==> src/rtl/uncached_store_buffer_pkg.sv <==
// Shared types and AXI constants for the uncached store buffer.
// FSM encoding, queued store entry layout, fixed AXI field codes.
package uncached_store_buffer_pkg;

  typedef enum logic [1:0] {
    S_IDLE,
    S_ADDR_DATA,
    S_RESP
  } usb_state_e;

  typedef struct packed {
    logic [31:0] addr;
    logic [31:0] data;
    logic [3:0]  strb;
    logic [2:0]  size;
  } usb_entry_t;

  localparam int ENTRY_W = $bits(usb_entry_t);

  localparam logic [1:0] AXI_BURST_INCR = 2'b01;
  localparam logic [3:0] AXI_LEN_SINGLE = 4'd0;
  localparam logic [2:0] AXI_SIZE_WORD  = 3'd2;
  localparam logic [1:0] AXI_RESP_OKAY  = 2'b00;

endpackage

==> src/rtl/sync_fifo_ram.sv <==
// Entry storage for the store buffer: one write port, async read.
// Contents are don't-care until written, so no reset is applied.
module sync_fifo_ram #(
  parameter int DEPTH = 4,
  parameter int WIDTH = 71,
  parameter int AW    = $clog2(DEPTH)
) (
  input  logic             clk,
  input  logic             we,
  input  logic [AW-1:0]    waddr,
  input  logic [WIDTH-1:0] wdata,
  input  logic [AW-1:0]    raddr,
  output logic [WIDTH-1:0] rdata
);

  logic [WIDTH-1:0] mem [DEPTH];

  always_ff @(posedge clk) begin
    if (we) mem[waddr] <= wdata;
  end

  assign rdata = mem[raddr];

endmodule

==> src/rtl/uncached_store_buffer.sv <==
// FIFO of uncached stores drained one at a time as single-beat
// AXI3 writes; one write outstanding, strict program order.
module uncached_store_buffer
  import uncached_store_buffer_pkg::*;
#(
  parameter int         DEPTH  = 4,
  parameter logic [3:0] AXI_ID = 4'h1
) (
  input  logic        aclk,
  input  logic        aresetn,
  input  logic        push_en,
  input  logic [31:0] push_addr,
  input  logic [31:0] push_wdata,
  input  logic [3:0]  push_wstrb,
  input  logic [2:0]  push_size,
  output logic        full,
  output logic        empty,
  output logic        bus_err,
  output logic [3:0]  awid,
  output logic [31:0] awaddr,
  output logic [3:0]  awlen,
  output logic [2:0]  awsize,
  output logic [1:0]  awburst,
  output logic [1:0]  awlock,
  output logic [3:0]  awcache,
  output logic [2:0]  awprot,
  output logic        awvalid,
  input  logic        awready,
  output logic [3:0]  wid,
  output logic [31:0] wdata,
  output logic [3:0]  wstrb,
  output logic        wlast,
  output logic        wvalid,
  input  logic        wready,
  input  logic [3:0]  bid,
  input  logic [1:0]  bresp,
  input  logic        bvalid,
  output logic        bready
);

  localparam int PW = $clog2(DEPTH);
  localparam int CW = PW + 1;

  usb_state_e    state, state_n;
  logic          aw_done, aw_done_n;
  logic          w_done, w_done_n;
  logic          load;
  logic          push_ok;
  logic          pop;
  logic [PW-1:0] head, tail, rd_ptr;
  logic [CW-1:0] count;
  usb_entry_t    wr_ent, rd_ent;
  logic          unused_bid;

  assign unused_bid = ^bid;

  assign full    = (count == CW'(DEPTH));
  assign empty   = (count == '0);
  assign push_ok = push_en && !full;
  assign pop     = (state == S_RESP) && bvalid;

  assign awvalid = (state == S_ADDR_DATA) && !aw_done;
  assign wvalid  = (state == S_ADDR_DATA) && !w_done;
  assign bready  = (state == S_RESP);

  assign awid    = AXI_ID;
  assign wid     = AXI_ID;
  assign awlen   = AXI_LEN_SINGLE;
  assign awburst = AXI_BURST_INCR;
  assign awlock  = 2'b00;
  assign awcache = 4'b0000;
  assign awprot  = 3'b000;
  assign wlast   = 1'b1;

  assign wr_ent = '{
    addr: push_addr,
    data: push_wdata,
    strb: push_wstrb,
    size: push_size
  };

  // On a retiring B the next write starts from the following slot
  assign rd_ptr = (state == S_RESP) ? head + PW'(1) : head;

  sync_fifo_ram #(
    .DEPTH (DEPTH),
    .WIDTH (ENTRY_W)
  ) u_ram (
    .clk   (aclk),
    .we    (push_ok),
    .waddr (tail),
    .wdata (wr_ent),
    .raddr (rd_ptr),
    .rdata (rd_ent)
  );

  always_comb begin
    state_n   = state;
    aw_done_n = aw_done;
    w_done_n  = w_done;
    load      = 1'b0;
    unique case (state)
      S_IDLE: begin
        if (count != '0) begin
          state_n = S_ADDR_DATA;
          load    = 1'b1;
        end
      end
      S_ADDR_DATA: begin
        aw_done_n = aw_done || (awvalid && awready);
        w_done_n  = w_done || (wvalid && wready);
        if (aw_done_n && w_done_n) begin
          state_n   = S_RESP;
          aw_done_n = 1'b0;
          w_done_n  = 1'b0;
        end
      end
      S_RESP: begin
        if (bvalid) begin
          // Old count: a same-cycle push into an emptying buffer waits
          if (count > CW'(1)) begin
            state_n = S_ADDR_DATA;
            load    = 1'b1;
          end else begin
            state_n = S_IDLE;
          end
        end
      end
      default: state_n = S_IDLE;
    endcase
  end

  always_ff @(posedge aclk or negedge aresetn) begin
    if (!aresetn) begin
      state   <= S_IDLE;
      aw_done <= 1'b0;
      w_done  <= 1'b0;
      head    <= '0;
      tail    <= '0;
      count   <= '0;
      bus_err <= 1'b0;
    end else begin
      state   <= state_n;
      aw_done <= aw_done_n;
      w_done  <= w_done_n;
      if (push_ok) tail <= tail + PW'(1);
      if (pop) head <= head + PW'(1);
      if (push_ok && !pop) count <= count + CW'(1);
      else if (!push_ok && pop) count <= count - CW'(1);
      if (pop && (bresp != AXI_RESP_OKAY)) bus_err <= 1'b1;
    end
  end

  always_ff @(posedge aclk or negedge aresetn) begin
    if (!aresetn) begin
      awaddr <= '0;
      awsize <= '0;
      wdata  <= '0;
      wstrb  <= '0;
    end else if (load) begin
      awaddr <= rd_ent.addr;
      awsize <= rd_ent.size;
      wdata  <= rd_ent.data;
      wstrb  <= rd_ent.strb;
    end
  end

endmodule

==> config.mk <==
export PLATFORM = sky130hd
export DESIGN_NAME = uncached_store_buffer
export DESIGN_NICKNAME = d
export VERILOG_FILES = /design/src/rtl/uncached_store_buffer_pkg.sv /design/src/rtl/sync_fifo_ram.sv /design/src/rtl/uncached_store_buffer.sv
export SDC_FILE = /design/constraint.sdc
export NUM_CORES = 1
export LEC_CHECK = 0
export CAP_MARGIN = 20
export CORE_ASPECT_RATIO = 1.25
export CORE_UTILIZATION = 50
export CTS_CLUSTER_DIAMETER = 40
export DETAILED_ROUTE_END_ITERATION = 6
export MAX_ROUTING_LAYER = met4
export PLACE_DENSITY_LB_ADDON = 0.3
export SYNTH_ARGS = -nofsm -noshare
export SYNTH_HDL_FRONTEND = slang
export SYNTH_HIERARCHICAL = 1
export SYNTH_SLANG_ARGS = --single-unit
==> constraint.sdc <==
create_clock -name aclk -period 8.39 [get_ports aclk]
set_input_delay 0.839 -clock aclk [delete_from_list [all_inputs] [get_ports aclk]]
set_output_delay 0.839 -clock aclk [all_outputs]
set_load 0.1 [all_outputs]
After elaboration in Yosys (flattened, before gate mapping):

Memory sizes are Yosys's and may differ from the RTL's. A register that Yosys moved wholly into a read port is not among the register bits.
Index checks and enable logic that the tools add are counted.

* bits in writable memories: 284
* output and inout bits: 101
* input bits: 83
* memories kept: 1
* register bits: 12
* logic and storage cells: 59

Memories
* u_ram.mem: words 4, width 71, read ports 1, clocked after Yosys merged registers in 1, wr ports 1, line sync_fifo_ram.sv:16 `logic [WIDTH-1:0] mem [DEPTH];`

* reductions and logical operators: 24
* equal/unequal tests: 6
* add/subtract/negate cells: 4
* magnitude comparators: 1
* muxes and demuxes: 16

Operators with widths (count)
* $logic_and 1x1->1: 10
* $mux 1: 8
* $mux 2: 4
* $logic_not 1->1: 6
* $mux 3: 2
* $pmux 2 s3: 1
* $add 2x1->2 const B: 2
* $ne 2x2->1 const B: 2
* $reduce_bool 2->1: 2
* $add 3x1->3 const B: 1
* $eq 3x3->1 const B: 1
* $gt 3x1->1 const B: 1
* $logic_not 3->1: 1
* $reduce_and 3->1: 1
* $reduce_bool 3->1: 1
* $sub 3x1->3 const B: 1
* $eq 2x1->1 const B: 1
* $eq 2x2->1 const B: 1
* $logic_not 2->1: 1
* $logic_or 1x1->1: 2
* $ne 2x1->1 const B: 1
* $pmux 1 s2: 1

Longest topological paths before layout:

* depth in word-level cells: 7
* depth in mapped cells: 9
* depth with buffers taken out: 7

By module:

The synthesis kept the hierarchy.

By module, submodules not included
* sync_fifo_ram: area an instance 10352.4 µm², sequential area each 8528.2 µm², cells an instance 375, times used 1
* uncached_store_buffer: area an instance 4048.9 µm², sequential area each 2077.0 µm², cells an instance 332, times used 1

Least setup slack after synthesis:

OpenSTA, ideal clock, no wires.

* path kind: input -> register
* from: input push_en
* to: memory u_ram.mem[0][0] (enable)
* setup slack: 1199 ps
* data required time: 7786 ps
* library setup time: 604 ps
* stages on the path: 2
* arrival: 6588 ps
* buffers on the path: 0
* cell sequence: a21boi_0 nor3b_1

* cells in the longest elaborated chain, start to end: 3

RTL lines
* start: declaration: line uncached_store_buffer.sv:11 `input logic push_en,`
* $logic_and 1x1->1: line uncached_store_buffer.sv:59 `assign push_ok = push_en && !full;`
* $mux 1: line sync_fifo_ram.sv:19 `if (we) mem[waddr] <= wdata;`
* $mux 1 (not written as such): line sync_fifo_ram.sv:19
* end: declaration: line sync_fifo_ram.sv:16

Every way passes these cells.

Worst setup path in the final report:

* from: register state[0]
* to: register awaddr[16], read port of u_ram.mem

* cells in the longest elaborated chain, start to end: 2
* elaborated cells between the ends (all ways): 4
* classes of those cells: eq/ne: 1; mux: 2; reduce/logical: 1

RTL lines
* start: declaration: line uncached_store_buffer.sv:44 `usb_state_e state, state_n;`
* start signal: assignment: line uncached_store_buffer.sv:143 `state <= state_n;`
* $eq 2x2->1: line uncached_store_buffer.sv:83 `assign rd_ptr = (state == S_RESP) ? head + PW'(1) : head;`
* $mux 2: line uncached_store_buffer.sv:83
* net rd_ptr[0]: line uncached_store_buffer.sv:50 `logic [PW-1:0] head, tail, rd_ptr;`
* end: declaration: line uncached_store_buffer.sv:20 `output logic [31:0] awaddr,`

The timed path passes the listed nets, and every way through them passes these cells.
A chain may end at the register's enable or synchronous reset.

==> tab_implementation.tex <==
\begin{tabular}{lr}
\hline
Metric & Value \\
\hline
\multicolumn{2}{l}{\textbf{Die}} \\
Row count & 69 \\
I/O pin cnt & 184 \\
Starting utilization of the core area & between 50\% and 60\% \\
Width of the chip & 154 um \\
Area of the die & 0.0295 mm2 \\
Height of the die & roughly 190 um \\
Placeable Area & approximately 0.028 mm2 \\
\multicolumn{2}{l}{\textbf{Critical path}} \\
Startpoint of the most critical register-to-register path & state[0] \\
Required time of the critical path & 8780 ps \\
Crit Path Category & reg -> reg \\
Critical path, cell by cell & buf\_4 -> nor2b\_1 -> xor2\_4 -> buf\_4 -> buf\_4 -> mux4\_2 -> nor2b\_1 -> a32o\_2 \\
Largest fanout of any net on the critical path & 76 \\
Arr. time, crit path & between 4000 and 5000 ps \\
Critical path launch point type & flip-flop \\
Crit path largest cell delay & 770 ps \\
Critical Path Sink Type & flip-flop \\
Critical Path Slowest Stage Cell & sky130\_fd\_sc\_hd\_\_nor2b\_1 \\
Setup crit start & state[0] \\
Most used cell along the critical path & sky130\_fd\_sc\_hd\_\_buf\_4 \\
\multicolumn{2}{l}{\textbf{Placement}} \\
Count of input and output buffers & 155 \\
Number of cells after detailed placement & 1182 \\
Detailed placement HPWL & 14.8 mm \\
Final weighted congestion in routability-driven placement & $\sim$0.7 \\
\multicolumn{2}{l}{\textbf{Run}} \\
Total of max-cap violations & 0 \\
\multicolumn{2}{l}{\textbf{Timing}} \\
Achievable Freq & around 240 MHz \\
Fin crit share & 50.2\% \\
Setup repair after global routing missed its margin & false \\
Post-route minimum period & about 4200 ps \\
Total of endpoints with negative setup slack in the final report & 0 \\
Max-slew violations & 0 \\
Hold Vio Cnt, Final & 0 \\
Slew Limit Headroom & 29.1\% \\
Max Clock Skew & 18.6 ps \\
Setup total negative slack & 0 ps \\
Worst Tran Pin Value & 1060 ps \\
\multicolumn{2}{l}{\textbf{Global routing}} \\
Global-route wire length before repair & about 43 mm \\
Maximum number of pins on one net before global-route repair & 77 \\
Residual overflow from global routing & 0 \\
Gr usage total & 20.0\% \\
Number of antenna violations at the first check in global routing & 0 \\
Via count of the first global-routing pass & 7389 \\
\multicolumn{2}{l}{\textbf{Cells and area}} \\
Number of nets in the finished design & 955 \\
Synth-to-layout area growth & 20.8\% \\
Final core utilization & approximately 61\% \\
Ratio of cells with drive above 1 in the final layout & 25.4\% \\
Finished Layout Cells & 1252 \\
Number of diodes & 0 \\
\multicolumn{2}{l}{\textbf{Logic synthesis}} \\
EDFF count, synth & 284 \\
Fraction of synthesis flops using an asynchronous set or reset pin & about 23\% \\
Netlist area before placement & 0.0144 mm2 \\
Flop and latch count out of synthesis & 367 \\
Proportion of netlist area held by the largest area contributor & 59.2\% \\
Count of distinct cell types in the synthesized netlist & 40 \\
Post-Syn Area per Cell & approximately 20 um2 \\
Fraction of the yosys area taken by sequential cells & 73.6\% \\
Biggest area contributors in the synthesized netlist & sky130\_fd\_sc\_hd\_\_edfxtp\_1, sky130\_fd\_sc\_hd\_\_dfrtp\_1, sky130\_fd\_sc\_hd\_\_mux4\_2 \\
Synth area leader & sky130\_fd\_sc\_hd\_\_edfxtp\_1 \\
Most used flip-flop cell after synthesis & sky130\_fd\_sc\_hd\_\_edfxtp\_1 \\
Number of synthesis warnings & 6 \\
Syn Inst Count & approximately 710 \\
\multicolumn{2}{l}{\textbf{Clock tree}} \\
Number of buffers on the longest clock path & 3 \\
Hold-fix buffers, CTS & 0 \\
Setup fix buffers added after clock tree synthesis & 0 \\
TritonCTS clock tree & built \\
CTS-repair resized insts & 0 \\
CTS Root Buffer Type & sky130\_fd\_sc\_hd\_\_clkbuf\_16 \\
Clk\_lat worst skew & slightly above 500 ps \\
Total clock buffers created by CTS & 38 \\
Num Clock Sinks & 367 \\
Clock-pin slew on the worst setup and hold paths & 60 ps \\
Maximum level of the CTS H-tree & 2 \\
\multicolumn{2}{l}{\textbf{Detailed routing}} \\
Total wire length & 27.7 mm \\
Post-DRT Antenna Nets & 0 \\
Drt via density & approximately 5.6 \\
Drt first pass iters & 5 \\
Iteration-0 DRC Markers & between 300 and 400 \\
Total number of vias & roughly 7100 \\
Routed len/inst & 22.1 um \\
Number of DRC violations after detailed routing & 0 \\
\multicolumn{2}{l}{\textbf{Status}} \\
Result of the run & finished clean \\
\multicolumn{2}{l}{\textbf{Min path}} \\
Class of the tightest hold or removal check & in -> async \\
\hline
\end{tabular}
==> synthesized netlist by cell type, drive strengths merged, types with 2 or more instances <==
library cell  number
o211ai             2
dfrtp             83
a32o              71
and3b              2
edfxtp           284
xnor2              5
nor2b             74
xor2               4
mux4              71
nor2              10
nand2              4
clkbuf            22
a21oi              2
buf               49
o21ai              2
inv                4
conb               2
ha                 4
==> state kept, by name, indices dropped and copies added, names as in the netlist <==
signal and count:
aw_done 1, state 2, awaddr 32, tail 2, u_ram/mem 284, awsize 3
w_done 1, wstrb 4, wdata 32, head 2, count 3, bus_err 1
==> cells by family (layout without fill, tap and decap cells) <==
family | Yosys count | count (layout) | synth area share [%]
other cells | 2 | 24 | 0.0521
fa+ha+maj | 4 | 4 | 0.348
flops | 367 | 367 | 73.6
xor+xnor | 9 | 9 | 0.547
buf+inv | 75 | 243 | 4.11
mux | 72 | 72 | 11.2
compound gates | 82 | 82 | 6.12
simple gates | 96 | 96 | 3.99
==> layout make-up <==
type                            count  area [um2]
Fill cell                        2042       11000
Sequential cell                   367       10600
Multi-Input combinational cell    287        3350
Timing Repair Buffer              170        1670
Clock buffer                       46        1020
Tap cell                          355         444
Clock inverter                     23         284
Inverter                            4        15.0
==> through the flow <==
step / instance area [um2] / setup slack (ps) / hold slack [ps]
after floorplan: 14500 / 1200 / 466
after global placement: 16100 / 4060 / 459
after detailed placement: 16100 / 4030 / 480
after CTS: 17400 / 4010 / 332
after global routing: 17400 / 3790 / 353
final: 17400 / 4180 / 319
==> worst max-delay path, delay by kind of cell, from the launching register on <==
family / cells / cell delay [ps]
buf+inv: 3 / 1720
simple gates: 2 / 910
mux: 1 / 600
flops: 1 / 390
compound gates: 1 / 260
xor+xnor: 1 / 160
==> placed cells by master, fill, tap and decap left out, types with 2 or more instances in the layout <==
| master | n |
|---|---|
| sky130_fd_sc_hd__nand2_1 | 4 |
| sky130_fd_sc_hd__clkdlybuf4s50_1 | 154 |
| sky130_fd_sc_hd__clkbuf_1 | 5 |
| sky130_fd_sc_hd__xnor2_1 | 4 |
| sky130_fd_sc_hd__conb_1 | 24 |
| sky130_fd_sc_hd__clkbuf_8 | 2 |
| sky130_fd_sc_hd__mux4_2 | 70 |
| sky130_fd_sc_hd__clkinv_2 | 5 |
| sky130_fd_sc_hd__a21oi_1 | 2 |
| sky130_fd_sc_hd__and3b_4 | 2 |
| sky130_fd_sc_hd__clkinv_1 | 4 |
| sky130_fd_sc_hd__nor2b_1 | 73 |
| sky130_fd_sc_hd__inv_6 | 3 |
| sky130_fd_sc_hd__nor2_1 | 10 |
| sky130_fd_sc_hd__ha_1 | 4 |
| sky130_fd_sc_hd__a32o_2 | 70 |
| sky130_fd_sc_hd__xor2_1 | 3 |
| sky130_fd_sc_hd__inv_1 | 4 |
| sky130_fd_sc_hd__edfxtp_1 | 284 |
| sky130_fd_sc_hd__buf_4 | 15 |
| sky130_fd_sc_hd__clkinvlp_4 | 5 |
| sky130_fd_sc_hd__dfrtp_1 | 82 |
| sky130_fd_sc_hd__bufinv_16 | 6 |
| sky130_fd_sc_hd__clkbuf_16 | 39 |
==> routing by layer <==
metal	up-vias	share of wire [%]	GRT usage [%]
met5	-	0	-
met2	234	52	33.7
met3	40	5.6	3.09
met4	0	1.9	5.35
li1	3152	-	-
met1	3647	40	25.4
==> worst paths after layout <==
kind / to / slack [ps] / depth (start not counted)
worst min register to register: bus_err / 480 / 1
min in group aclk: bus_err / 480 / 1
worst max-delay path: awaddr[16] / 4180 / 8
worst min-delay path: wdata[21] / 320 / 1
max in group asynchronous: state[0] / 6950 / 2
worst max register to register: awaddr[16] / 4180 / 8
Power is left out: the tool's default activity adds up to more than one toggle a clock period on the data nets, which glitch-free logic cannot reach.
